File: src/rtl/adder_pipe_nbit_if.sv
// adder_pipe_nbit_if
//   Stream bundle for the pipelined adder: one operand stream in, one
//   result stream out, both valid/ready.
//   Signals:
//     in_valid / in_ready   operand beat handshake
//     in_a, in_b            operands (WIDTH bits)
//     in_cin                carry-in for add; ignored for subtract
//     in_sub                1 = A-B, 0 = A+B+cin
//     out_valid / out_ready result beat handshake
//     out_sum               result (WIDTH bits)
//     out_cout              carry out of MSB (subtract: 1 = no borrow)
//     out_ovf               two's-complement signed overflow
//   Modports: slave = the adder, master = the producer/consumer side.
interface adder_pipe_nbit_if #(
  parameter int WIDTH = 32
);
  logic             in_valid;
  logic             in_ready;
  logic [WIDTH-1:0] in_a;
  logic [WIDTH-1:0] in_b;
  logic             in_cin;
  logic             in_sub;
  logic             out_valid;
  logic             out_ready;
  logic [WIDTH-1:0] out_sum;
  logic             out_cout;
  logic             out_ovf;

  modport slave (
    input  in_valid, in_a, in_b, in_cin, in_sub, out_ready,
    output in_ready, out_valid, out_sum, out_cout, out_ovf
  );

  modport master (
    output in_valid, in_a, in_b, in_cin, in_sub, out_ready,
    input  in_ready, out_valid, out_sum, out_cout, out_ovf
  );
endinterface

File: src/rtl/adder_pipe_nbit.sv
// adder_pipe_nbit
//   Pipelined WIDTH-bit add/subtract. The carry chain is cut into STAGES
//   equal segments of SEG bits; each stage ripples one segment through a
//   chain of adder_1bit cells and registers its carry for the next stage.
//   Operands are captured in an input rank, so a beat accepted at edge N
//   shows its result from edge N+STAGES. Upper operand bits travel along
//   (skew registers) and finished lower sum segments are carried forward so
//   all segments leave together.
//   Ports:
//     clk   rising-edge clock
//     rst   synchronous active-high reset; clears every valid bit and all
//           datapath state, and forces outputs and in_ready low while high
//     bus   adder_pipe_nbit_if.slave stream bundle (WIDTH must match)
//   Flow control is a single global stall: when the result beat is held by
//   the consumer, every rank holds and in_ready drops.

// adder_1bit
//   One full-adder cell. IMPL_TYPE picks the gate form; both forms are
//   functionally identical.
//   Ports: a, b, cin -> sum, cout
module adder_1bit #(
  parameter int IMPL_TYPE = 0
) (
  input  logic a,
  input  logic b,
  input  logic cin,
  output logic sum,
  output logic cout
);
  generate
    case (IMPL_TYPE)
      1: begin : g_prop_gen
        logic p_s;
        logic g_s;
        assign p_s  = a ^ b;
        assign g_s  = a & b;
        assign sum  = p_s ^ cin;
        assign cout = g_s | (p_s & cin);
      end
      default: begin : g_majority
        assign sum  = a ^ b ^ cin;
        assign cout = (a & b) | (a & cin) | (b & cin);
      end
    endcase
  endgenerate
endmodule

module adder_pipe_nbit #(
  parameter int WIDTH     = 32,
  parameter int STAGES    = 4,
  parameter int IMPL_TYPE = 0
) (
  input  logic             clk,
  input  logic             rst,
  adder_pipe_nbit_if.slave bus
);
  // Guarded divisor so an illegal STAGES reports through the check below
  // instead of a divide-by-zero.
  localparam int STAGES_SAFE = (STAGES < 1) ? 1 : STAGES;
  localparam int SEG         = WIDTH / STAGES_SAFE;

  generate
    if ((STAGES < 1) || (STAGES > WIDTH) || ((WIDTH % STAGES_SAFE) != 0)) begin : g_bad_stages
      $error("adder_pipe_nbit: STAGES must be in 1..WIDTH and divide WIDTH");
    end
  endgenerate

  // Input rank: operands with the subtract mapping already applied.
  logic             op_vld_q, op_vld_d;
  logic [WIDTH-1:0] op_a_q, op_a_d;
  logic [WIDTH-1:0] op_b_q, op_b_d;
  logic             op_cin_q, op_cin_d;

  // Per-stage ranks: operand skew, accumulated sum, segment carry.
  logic [STAGES-1:0] vld_q, vld_d;
  logic [STAGES-1:0] cy_q, cy_d;
  logic [WIDTH-1:0]  a_q   [STAGES];
  logic [WIDTH-1:0]  a_d   [STAGES];
  logic [WIDTH-1:0]  b_q   [STAGES];
  logic [WIDTH-1:0]  b_d   [STAGES];
  logic [WIDTH-1:0]  sum_q [STAGES];
  logic [WIDTH-1:0]  sum_d [STAGES];
  logic              ovf_q, ovf_d;

  // What each stage consumes this cycle.
  logic [WIDTH-1:0]  st_a_s   [STAGES];
  logic [WIDTH-1:0]  st_b_s   [STAGES];
  logic [WIDTH-1:0]  st_sum_s [STAGES];
  logic [STAGES-1:0] st_cin_s;
  logic [STAGES-1:0] st_vld_s;

  // Segment adder results.
  logic [STAGES-1:0][SEG-1:0] seg_sum_s;
  logic [STAGES-1:0]          seg_cout_s;
  logic                       last_cmsb_s;   // carry into the MSB cell

  logic enable_s;
  logic accept_s;
  logic out_valid_s;

  // Outputs are the last rank, masked while reset is asserted so they read
  // zero even on the first reset cycle before the flops have cleared.
  assign out_valid_s   = vld_q[STAGES-1] & ~rst;
  assign enable_s      = ~(out_valid_s & ~bus.out_ready);
  assign bus.in_ready  = enable_s & ~rst;
  assign accept_s      = bus.in_valid & enable_s & ~rst;
  assign bus.out_valid = out_valid_s;
  assign bus.out_sum   = rst ? {WIDTH{1'b0}} : sum_q[STAGES-1];
  assign bus.out_cout  = cy_q[STAGES-1] & ~rst;
  assign bus.out_ovf   = ovf_q & ~rst;

  // Route each stage's inputs: stage 0 from the input rank, later stages
  // from the rank before them.
  always_comb begin
    st_a_s[0]   = op_a_q;
    st_b_s[0]   = op_b_q;
    st_sum_s[0] = {WIDTH{1'b0}};
    st_cin_s    = {STAGES{1'b0}};
    st_vld_s    = {STAGES{1'b0}};
    st_cin_s[0] = op_cin_q;
    st_vld_s[0] = op_vld_q;
    for (int k = 1; k < STAGES; k++) begin
      st_a_s[k]   = a_q[k-1];
      st_b_s[k]   = b_q[k-1];
      st_sum_s[k] = sum_q[k-1];
      st_cin_s[k] = cy_q[k-1];
      st_vld_s[k] = vld_q[k-1];
    end
  end

  // Segment ripple chains; each bit is its own net so the chain is not one
  // self-referencing vector.
  generate
    for (genvar k = 0; k < STAGES; k++) begin : g_stage
      for (genvar j = 0; j < SEG; j++) begin : g_bit
        logic ci_s;
        logic co_s;
        logic s_s;
        if (j == 0) begin : g_first
          assign ci_s = st_cin_s[k];
        end else begin : g_next
          assign ci_s = g_bit[j-1].co_s;
        end
        adder_1bit #(.IMPL_TYPE(IMPL_TYPE)) u_fa (
          .a    (st_a_s[k][k*SEG+j]),
          .b    (st_b_s[k][k*SEG+j]),
          .cin  (ci_s),
          .sum  (s_s),
          .cout (co_s)
        );
        assign seg_sum_s[k][j] = s_s;
      end
      assign seg_cout_s[k] = g_bit[SEG-1].co_s;
      if (k == STAGES - 1) begin : g_last
        assign last_cmsb_s = g_bit[SEG-1].ci_s;
      end
    end
  endgenerate

  // Next-state: every rank advances together or holds together.
  always_comb begin
    op_vld_d = op_vld_q;
    op_a_d   = op_a_q;
    op_b_d   = op_b_q;
    op_cin_d = op_cin_q;
    vld_d    = vld_q;
    cy_d     = cy_q;
    ovf_d    = ovf_q;
    for (int k = 0; k < STAGES; k++) begin
      a_d[k]   = a_q[k];
      b_d[k]   = b_q[k];
      sum_d[k] = sum_q[k];
    end
    if (enable_s) begin
      // Subtract is A + ~B + 1; in_cin only matters for add.
      op_vld_d = accept_s;
      op_a_d   = bus.in_a;
      op_b_d   = bus.in_sub ? ~bus.in_b : bus.in_b;
      op_cin_d = bus.in_sub ? 1'b1 : bus.in_cin;
      vld_d    = st_vld_s;
      cy_d     = seg_cout_s;
      ovf_d    = last_cmsb_s ^ seg_cout_s[STAGES-1];
      for (int k = 0; k < STAGES; k++) begin
        a_d[k]   = st_a_s[k];
        b_d[k]   = st_b_s[k];
        sum_d[k] = st_sum_s[k];
        sum_d[k][k*SEG +: SEG] = seg_sum_s[k];
      end
    end else begin
      // Stalled: defaults above keep every rank unchanged.
      ovf_d = ovf_q;
    end
  end

  // Pipeline registers with synchronous reset.
  always_ff @(posedge clk) begin
    if (rst) begin
      op_vld_q <= 1'b0;
      op_a_q   <= {WIDTH{1'b0}};
      op_b_q   <= {WIDTH{1'b0}};
      op_cin_q <= 1'b0;
      vld_q    <= {STAGES{1'b0}};
      cy_q     <= {STAGES{1'b0}};
      ovf_q    <= 1'b0;
      for (int k = 0; k < STAGES; k++) begin
        a_q[k]   <= {WIDTH{1'b0}};
        b_q[k]   <= {WIDTH{1'b0}};
        sum_q[k] <= {WIDTH{1'b0}};
      end
    end else begin
      op_vld_q <= op_vld_d;
      op_a_q   <= op_a_d;
      op_b_q   <= op_b_d;
      op_cin_q <= op_cin_d;
      vld_q    <= vld_d;
      cy_q     <= cy_d;
      ovf_q    <= ovf_d;
      for (int k = 0; k < STAGES; k++) begin
        a_q[k]   <= a_d[k];
        b_q[k]   <= b_d[k];
        sum_q[k] <= sum_d[k];
      end
    end
  end
endmodule

File: src/flat_wrapper.sv
// flat-port wrapper written by rule: the top's interface ports become plain ports
module adder_pipe_nbit_flat 
#(
  parameter int WIDTH     = 32,
  parameter int STAGES    = 4,
  parameter int IMPL_TYPE = 0
)
  (clk, rst, bus_in_valid, bus_in_a, bus_in_b, bus_in_cin, bus_in_sub, bus_out_ready, bus_in_ready, bus_out_valid, bus_out_sum, bus_out_cout, bus_out_ovf);
  adder_pipe_nbit_if #(.WIDTH(WIDTH)) bus_i ();
  input  logic clk;
  input  logic rst;
  input wire logic [$bits(bus_i.in_valid)-1:0] bus_in_valid;
  input wire logic [$bits(bus_i.in_a)-1:0] bus_in_a;
  input wire logic [$bits(bus_i.in_b)-1:0] bus_in_b;
  input wire logic [$bits(bus_i.in_cin)-1:0] bus_in_cin;
  input wire logic [$bits(bus_i.in_sub)-1:0] bus_in_sub;
  input wire logic [$bits(bus_i.out_ready)-1:0] bus_out_ready;
  output wire logic [$bits(bus_i.in_ready)-1:0] bus_in_ready;
  output wire logic [$bits(bus_i.out_valid)-1:0] bus_out_valid;
  output wire logic [$bits(bus_i.out_sum)-1:0] bus_out_sum;
  output wire logic [$bits(bus_i.out_cout)-1:0] bus_out_cout;
  output wire logic [$bits(bus_i.out_ovf)-1:0] bus_out_ovf;
  assign bus_i.in_valid = bus_in_valid;
  assign bus_i.in_a = bus_in_a;
  assign bus_i.in_b = bus_in_b;
  assign bus_i.in_cin = bus_in_cin;
  assign bus_i.in_sub = bus_in_sub;
  assign bus_i.out_ready = bus_out_ready;
  assign bus_in_ready = bus_i.in_ready;
  assign bus_out_valid = bus_i.out_valid;
  assign bus_out_sum = bus_i.out_sum;
  assign bus_out_cout = bus_i.out_cout;
  assign bus_out_ovf = bus_i.out_ovf;
  adder_pipe_nbit #(.WIDTH(WIDTH), .STAGES(STAGES), .IMPL_TYPE(IMPL_TYPE)) u_core (.clk(clk), .rst(rst), .bus(bus_i));
endmodule
File: config.mk
export PLATFORM = sky130hd
export DESIGN_NAME = adder_pipe_nbit_flat
export DESIGN_NICKNAME = d
export VERILOG_FILES = /design/src/rtl/adder_pipe_nbit_if.sv /design/src/rtl/adder_pipe_nbit.sv /design/src/flat_wrapper.sv
export SDC_FILE = /design/constraint.sdc
export NUM_CORES = 1
export LEC_CHECK = 0
export CORE_UTILIZATION = 35
export CTS_BUF_LIST = sky130_fd_sc_hd__clkbuf_8
export DETAILED_ROUTE_END_ITERATION = 10
export HOLD_SLACK_MARGIN = 0.15
export PLACE_DENSITY = 0.66
export SLEW_MARGIN = 15
export SYNTH_ARGS = -nofsm -noshare
export SYNTH_HDL_FRONTEND = slang
export SYNTH_SLANG_ARGS = --single-unit
File: constraint.sdc
create_clock -name clk -period 9 [get_ports clk]
set_input_delay 2.25 -clock clk [delete_from_list [all_inputs] [get_ports clk]]
set_output_delay 2.25 -clock clk [all_outputs]
set_load 0.005 [all_outputs]
### Yosys cells after proc, flatten, opt, wreduce, memory -nomap -nowiden

Memory sizes are Yosys's and may differ from the RTL's.
Cells that the tools add are included.

* equality and inequality tests: 1
* bitwise operators: 248
* multipliers: 0
* shifts and indexed selects: 0
* order comparisons: 0
* muxes and demuxes: 21
* $add $sub $neg: 0
* div/mod/pow operators: 0
* reductions and logical operators: 1

Operators by type and width (count)
* 2-to-1 mux 32 bit: 14
* 2-to-1 mux 128 bit: 3
* AND 1 bit: 103
* OR 1 bit: 76
* XOR 1 bit: 65
* NOT 32 bit: 1
* 2-to-1 mux 1 bit: 4
* NOT 1 bit: 3
* AND reduction 2 bit: 1
* != test 1 bit, second input constant: 1

* output and inout bits: 36
* memories kept: 3
* bits in read-only memories: 0
* bits in registers: 75
* bits in latches: 0
* word-level logic and storage cells: 281
* RAM bits: 384
* bits of input ports: 70

Memory list
* u_core.a_q: words 4, bits a word 32, read ports 3, clocked after memory_dff 0, write ports 4, line adder_pipe_nbit.sv:77 `logic [WIDTH-1:0] a_q [STAGES];`
* u_core.b_q: words 4, bits a word 32, read ports 3, clocked after memory_dff 0, write ports 4, line adder_pipe_nbit.sv:79 `logic [WIDTH-1:0] b_q [STAGES];`
* u_core.sum_q: words 4, bits a word 32, read ports 4, clocked after memory_dff 0, write ports 4, line adder_pipe_nbit.sv:81 `logic [WIDTH-1:0] sum_q [STAGES];`

### Logic depth before layout (Yosys ltp)

Gate-level depths: netlist of the first run.
An unclocked memory read counts as a cell.

* word-level depth: 26
* depth in mapped cells: 13

### Modules after synthesis

A second synthesis of the first run with hierarchy kept.

* cells, all modules: 1165
* area total of the unflattened synthesis: 10196.0 um^2

By module, submodules not included
* adder_pipe_nbit: times used 1, area an instance 9555.4 um^2, seq. area each 5024.8 um^2, cells an instance 1133
* adder_1bit: times used 32, area an instance 20.0 um^2, seq. area each 0.0 um^2, cells an instance 1

### Worst setup path after synthesis of the first run

OpenSTA, ideal clock, no wires.

* kind: input port to output port
* start: input port rst
* end: output port bus_out_cout
* buffers on the path: 2
* stages: 3
* data arrival time: 2.730 ns
* setup slack: 4.020 ns
* path through: buf_2 -> clkbuf_1 -> nor2b_1

* word-level cells in the longest chain between the ends: 2

RTL lines
* start, declared: line flat_wrapper.sv:11 `input logic rst;`
* NOT 1 bit: line adder_pipe_nbit.sv:109 `assign bus.out_cout = cy_q[STAGES-1] & ~rst;`
* AND 1 bit: line adder_pipe_nbit.sv:109
* end, declared: line flat_wrapper.sv:21 `output wire logic [$bits(bus_i.out_cout)-1:0] bus_out_cout;`

No other way between the ends.

### Worst setup path in the final report of the first run

* start: input port rst
* end: output port bus_in_ready

* word-level cells in the longest chain between the ends: 5

RTL lines
* NOT 1 bit *: line adder_pipe_nbit.sv:103, adder_pipe_nbit.sv:105
* AND 1 bit: line adder_pipe_nbit.sv:103 `assign out_valid_s = vld_q[STAGES-1] & ~rst;`
* AND 1 bit: line adder_pipe_nbit.sv:104 `assign enable_s = ~(out_valid_s & ~bus.out_ready);`
* NOT 1 bit: line adder_pipe_nbit.sv:104
* AND 1 bit *: line adder_pipe_nbit.sv:105 `assign bus.in_ready = enable_s & ~rst;`
* end, declared: line flat_wrapper.sv:18 `output wire logic [$bits(bus_i.in_ready)-1:0] bus_in_ready;`

Every way passes the cells marked *; elsewhere a longest branch is shown, timed or not.

==> key figures, run 1 <==
Run status
  • Status: complete, no violations

Power and ir drop
  • Switch Pwr: 0.550 mW
  • Clock power frac: 0.422
  • P_leak: approximately 4.5 nW
  • Power Internal: ~1.8 mW
  • Sequential power share: 0.511
  • PnR Total Power: around 2.3 mW
  • Pwr Density: a little under 200 nW/µm²
  • Combinational fraction of design power: 0.067
  • Switching Fraction: 0.235
  • Peak supply drop: 0.0938 mV

Setup path
  • Critical R2R Capture: u_core.sum_q[0][127]$_SDFFE_PP0N_
  • Worst Setup Path Type: input pin to output port
  • Crit path DAT: 3.59 ns
  • Startpoint Class: input pin
  • FF-to-FF path depth: 12
  • R2R Setup Slk: 4.70 ns
  • R2r startpoint: u_core.b_q[0][88]$_SDFFE_PP0N_
  • Data required time of the worst path: 6.75 ns
  • Worst setup EP type: output port
  • Max FO, Critical Path: 150

Synthesis
  • Complex-gate fraction of the synthesized area: 0.139
  • YS warnings: 0
  • Distinct cells, synth: 19
  • Synth area leaders: dfxtp_1 51%, nand2_1 16%, a21oi_1 10%, fa_1 6.5%, a211oi_1 3.4%
  • Main combinational cell family by area after synthesis: simple AND/OR/NAND/NOR gates
  • Synth area leader: dfxtp_1
  • Mapped Cells: 1179
  • Ys flop type: dfxtp_1
  • Mapped Nets: 1281
  • Synth Area in Adders: 0.0650
  • Syn_area_per_cell: around 8.4 µm²
  • Multiplexer share of the synthesized area: 0
  • Synth Cell Area: 9860 µm²
  • Simple-Gate Fraction of Synth Area: 0.197
  • Post-synthesis sequential area ratio: 0.510
  • Async SR Flop Fraction: 0
  • Yosys top cell area share: 0.510
  • EDFF count, synth: 0
  • Post-Synth XOR/XNOR Area: 0.0293
  • FF+latch count, synth: approximately 250

Drt
  • Via density per instance: 4.55
  • Antenna Nets Post-Route: 0
  • Wire per inst: 12.2 µm
  • DR pass1 iterations: 5
  • WL final: 20200 µm
  • DRC: 0
  • Detailed Route Iter0 Violations: 456
  • Vias: 7524

Hold path
  • Min-delay src: u_core.b_q[0][29]$_SDFFE_PP0N_
  • Hold Crit Endpoint: u_core.b_q[0][61]$_SDFFE_PP0N_
  • Hold path cells: 2
  • Worst hold path type: register to register

Timing
  • Clock skew: ~0.024 ns
  • Setup ws final: 3.16 ns
  • F_max: 0.171 GHz
  • Final Setup Violations: 0
  • Final Hold Violating Endpoints: 0
  • Final Hold Slack: between 0.4 and 0.5 ns
  • RSZ-0062 raised after global routing: no
  • Post-layout minimum cycle time: 5.84 ns
  • Final worst path period share: 0.649
  • Relative slew slack: 0.257
  • Setup TNS: 0 ns
  • Slew @ Worst Pin: 1.11 ns
  • Max-slew violations: 0

Final layout
  • Ant diodes: 0
  • # nets final: ~1.3k
  • Finished Layout Cells: 1655
  • Cell area after layout: approximately 12000 µm²
  • Area occupied by multi-input gates: roughly 4300 µm²
  • Register area: 5020 µm²
  • Area added between synthesis and finish: 19.9%
  • Share of layout cells above drive strength 1: 0.0540
  • # fillers: 2875
  • Post-layout util: 0.425

CTS
  • Post-cts resize count: 0
  • Total clock sinks: 251
  • CTS tree: built
  • Hold-fix buffers, CTS: 0
  • Worst-path clk slew: 0.05 ns
  • Worst-Skew Late Latency: 0.54 ns
  • CTS Buf Count: 43
  • Postcts setup bufs: 0
  • Root Buffer: clkbuf_8
  • H-Tree Depth: 2
  • Max Root-Sink Buffers: 3

Placement
  • RD Place Congestion: 0.752
  • Placed Instances: 1577
  • Worst slack at placement: between 3 and 4 ns
  • Detail Placement HPWL: 12400 µm
  • Placed inst area: 11000 µm²
  • Port Buffer Count: 105

Global routing
  • Tot GR Track Use: 0.142
  • Pin count of the biggest net entering global routing: about 150
  • First-pass GRT wire length: 33800 µm
  • Initial antenna violation count: 0
  • Grt ovf: 0
  • Vias in the first global route: 7124

Floorplan
  • # rows: just over 60
  • Die height: 170 µm
  • Starting Density: 0.355
  • # IOs: ~110
  • Die Width: 170 µm
  • CORE AREA: 27800 µm²
  • Die ar.: 28800 µm²

Job
  • Max Cap Viol: 0
registers in the layout (all words and copies together), names as in the netlist, 4 cells and up:
name and cells:
u_core.sum_q 80, u_core.a_q 48, u_core.b_q 48, u_core.op_a_q 32, u_core.op_b_q 32, u_core.cy_q 4
u_core.vld_q 4
routing by layer:
metal | vias up | part of all wire | GRT usage
li1 | 3915 | - | -
met1 | 3441 | 0.49 | 0.191
met2 | 132 | 0.45 | 0.224
met3 | 36 | 0.034 | 0.0244
met4 | 0 | 0.027 | 0.0595
met5 | - | 0 | 0
cells by family (layout without fill, tap and decap cells):
group / count (synthesis) / count (layout)
AND/OR/NAND/NOR: 493 / 493
flip-flops: 251 / 251
AO/OA/AOI/OAI: 250 / 250
buffers and inverters: 120 / 218
XOR/XNOR: 33 / 33
adder cells (fa/ha/maj): 32 / 32
critical path, cell delays in order:
cell             delay [ns]
buf_8                  0.61
nor2_1                 0.17
clkdlybuf4s50_1        0.51
cell usage in the layout, fill, tap and decap left out, drive strengths merged:
cell           instances
xor2                   2
inv                   49
clkbuf                55
nor3                   1
a22o                   1
buf                    9
clkdlybuf4s50        103
nand2                408
clkinvlp               1
dfxtp                251
nor2                  47
xnor2                 31
fa                    32
a211oi                45
clkinv                 1
nor2b                 36
a21oi                204
nand2b                 1
power by group through the flow:
stage	Sequential (mW)	Clock, mW	Combinational (mW)
CTS	1.20	1.02	0.161
global route	1.20	1.07	0.179
finish	1.20	0.988	0.158
floorplan	1.21	0	0.102
detailed placement	1.22	0	0.159
global placement	1.22	0	0.158
synthesized netlist by cell type, types with 15 or more instances:
library cell,number
buf_2,44
a211oi_1,45
xnor2_1,31
nand2_1,408
nor2_1,47
a21oi_1,204
dfxtp_1,251
nor2b_1,36
fa_1,32
inv_1,28
buf_4,15
clkbuf_1,25
worst max-delay path by stage:
stage	start	end	slack (ns)	cells past startpoint
CTS	rst	bus_in_ready	3.14	3
global placement	rst	bus_in_ready	3.22	3
detailed placement	rst	bus_in_ready	3.14	3
floorplan	rst	bus_out_cout	4.02	3
global route	rst	bus_in_ready	3.05	3
finish	rst	bus_in_ready	3.16	3
area by class of cell:
| cell class | count | area share |
|---|---|---|
| clock buffers | 55 | 0.0641 |
| clock inverters | 23 | 0.00815 |
| inverters | 28 | 0.00889 |
| multi-input cells | 808 | 0.360 |
| flip-flops and latches | 251 | 0.425 |
| well taps | 378 | 0.0400 |
| repair buffers | 112 | 0.0934 |
Power figures use the tool's default switching activity.
==> inputs of run 2 (changes only) <==
PLACE_DENSITY = 0.68   (was 0.66)
clock period = 5 ns   (was 9 ns; I/O delays follow)
==> key figures, run 2 (synthesis gave the netlist of run 1 again) <==
Run status
  • Status: complete, no violations

Timing
  • Final Setup Violations: 0 (unchanged)
  • Max-slew violations: 0 (unchanged)
  • RSZ-0062 raised after global routing: no
  • Relative slew slack: 0.369 (+0.111)
  • Final worst path period share: 0.837
  • F_max: around 0.24 GHz
  • Clock skew: 0.0250 ns (+0.00126 ns)
  • Post-layout minimum cycle time: approximately 4.2 ns
  • Setup ws final: 0.815 ns (-2.34 ns)
  • Slew @ Worst Pin: 0.947 ns (-0.167 ns)
  • Final Hold Violating Endpoints: 0 (unchanged)
  • Setup TNS: 0 ns (unchanged)

Global routing
  • Pin count of the biggest net entering global routing: 213 (+41%)
  • First-pass GRT wire length: 34200 µm (+1.2%)
  • Tot GR Track Use: 0.144 (+0.00181)
  • Met3 Usage GRT: 0.0305 (+0.00605)
  • Gr busiest metal: met2
  • Global Route met2 Usage: 0.227 (+0.00303)
  • Grt ovf: 0 (unchanged)
  • M1 GR Usage: 0.194 (+0.00352)
  • Initial antenna violation count: 2 (+2)
  • Vias in the first global route: 7142 (+0.25%)

CTS
  • CTS Buf Count: 41 (-4.7%)
  • Total clock sinks: 251 (unchanged)
  • Max Root-Sink Buffers: 3 (unchanged)
  • Post-cts resize count: 0 (unchanged)
  • Worst-Skew Late Latency: 0.54 ns (about the same)
  • Root Buffer: clkbuf_8
  • Postcts setup bufs: 0 (unchanged)
  • Worst-path clk slew: 0.06 ns (about the same)
  • H-Tree Depth: 2 (unchanged)
  • Hold-fix buffers, CTS: 0 (unchanged)
  • CTS tree: built

Final layout
  • Area occupied by multi-input gates: 4260 µm² (unchanged)
  • Number of flip-flops in the largest register: 80 (unchanged)
  • # fillers: 2863 (-0.42%)
  • Biggest register: u_core.sum_q
  • Area added between synthesis and finish: 19.6%
  • Largest regs: u_core.sum_q x80, u_core.a_q x48, u_core.b_q x48
  • Commonest cells after routing, fill and taps aside: 408 x nand2_1, 251 x dfxtp_1, 204 x a21oi_1
  • Share of layout cells above drive strength 1: 0.0513 (-0.00277)
  • Commonest non-fill, non-tap cell in the layout: nand2_1
  • # nets final: 1345 (-0.074%)
  • Register area: 5020 µm² (unchanged)

Setup path
  • Worst setup EP type: register
  • FF-to-FF path depth: 12 (unchanged)
  • Data required time of the worst path: 5.43 ns (-1.32 ns)
  • Max FO, Critical Path: 2 (-99%)
  • R2R Setup Slk: 0.81 ns (-3.89 ns)
  • Worst Setup Path Type: register to register
  • Startpoint Class: register
  • Crit path DAT: 4.62 ns (+1.03 ns)

Job
  • Max Cap Viol: 0 (unchanged)

Power and ir drop
  • P_leak: 4.42 nW (-0.74%)
  • Pwr Density: 350 nW/µm² (+77%)
  • Peak supply drop: 0.130 mV (+38%)

Floorplan
  • Starting Density: 0.355 (unchanged)
  • CORE AREA: 27800 µm² (unchanged)
  • # IOs: 106 (unchanged)
  • Die ar.: 28800 µm² (unchanged)
  • Die height: 170 µm (unchanged)
  • # rows: 61 (unchanged)
  • Die Width: 170 µm (unchanged)

Drt
  • WL final: 20300 µm (+0.38%)
  • DR pass1 iterations: 4 (-1)
  • Antenna Nets Post-Route: 0 (unchanged)
  • Detailed Route Iter0 Violations: 470 (+3.1%)
  • Wire per inst: 12.3 µm (+0.86%)
  • DRC: 0 (unchanged)
  • Vias: 7564 (+0.53%)
  • Via density per instance: 4.59 (+1.0%)

Placement
  • Worst slack at placement: 0.763 ns (-2.38 ns)
  • RD Place Congestion: 0.744 (-1.1%)
  • Port Buffer Count: 105 (unchanged)
  • Detail Placement HPWL: 12600 µm (+1.9%)

Hold path
  • Hold path cells: 2 (unchanged)
  • Worst hold path type: register to register
==> run 2: final timing paths <==
path                                        from                                end
setup / recovery  u_core.a_q[0][88]$_SDFFE_PP0N_  u_core.sum_q[0][127]$_SDFFE_PP0N_
hold / removal    u_core.op_b_q[30]$_SDFFE_PP0N_     u_core.b_q[0][30]$_SDFFE_PP0N_
setup reg to reg  u_core.a_q[0][88]$_SDFFE_PP0N_  u_core.sum_q[0][127]$_SDFFE_PP0N_
hold reg to reg   u_core.op_b_q[30]$_SDFFE_PP0N_     u_core.b_q[0][30]$_SDFFE_PP0N_
==> run 2: per-stage QoR <==
stage | area [µm²] | util | power (mW) | cells | hold WS [ns]
3_3_place_gp | 11000 | 0.396 | 2.48 | 1578 | 0.437
2_1_floorplan | 9860 | - | 2.37 | 1179 | 0.427
4_1_cts | 11800 | 0.424 | 4.19 | 1646 | 0.450
6_report | 11800 | 0.424 | 4.13 | 1647 | 0.440
5_1_grt | 11800 | 0.424 | 4.32 | 1647 | 0.465
3_5_place_dp | 11000 | 0.396 | 2.49 | 1578 | 0.444
==> run 2: layout make-up <==
cell class | count | share of cell area
Multi-Input combinational cell | 808 | 0.361
Antenna cell | 1 | 0.000212
Sequential cell | 251 | 0.426
Clock buffer | 48 | 0.0560
Tap cell | 378 | 0.0401
Timing Repair Buffer | 113 | 0.0974
Inverter | 28 | 0.00892
Clock inverter | 20 | 0.00987
==> run 2: power breakdown <==
group / internal [mW] / total [mW] / switching, mW
logic: 0.142 / 0.285 / 0.143
registers: 2.10 / 2.16 / 0.0541
clock network: 0.922 / 1.69 / 0.766
==> run 2: worst max-delay path, stage by stage (launching register included) <==
cell and delay [ns]:
dfxtp_1 0.31, inv_1 0.07, fa_1 0.16, inv_1 0.05
fa_1 0.44, fa_1 0.46, fa_1 0.46, fa_1 0.46
fa_1 0.46, fa_1 0.51, inv_1 0.11, fa_1 0.39
a211oi_1 0.20
==> run 2: layer usage <==
layer / vias up / part of all wire
met4: 2 / 0.017
met5: - / 0.00084
met1: 3521 / 0.49
met3: 24 / 0.037
met2: 110 / 0.46
li1: 3907 / -
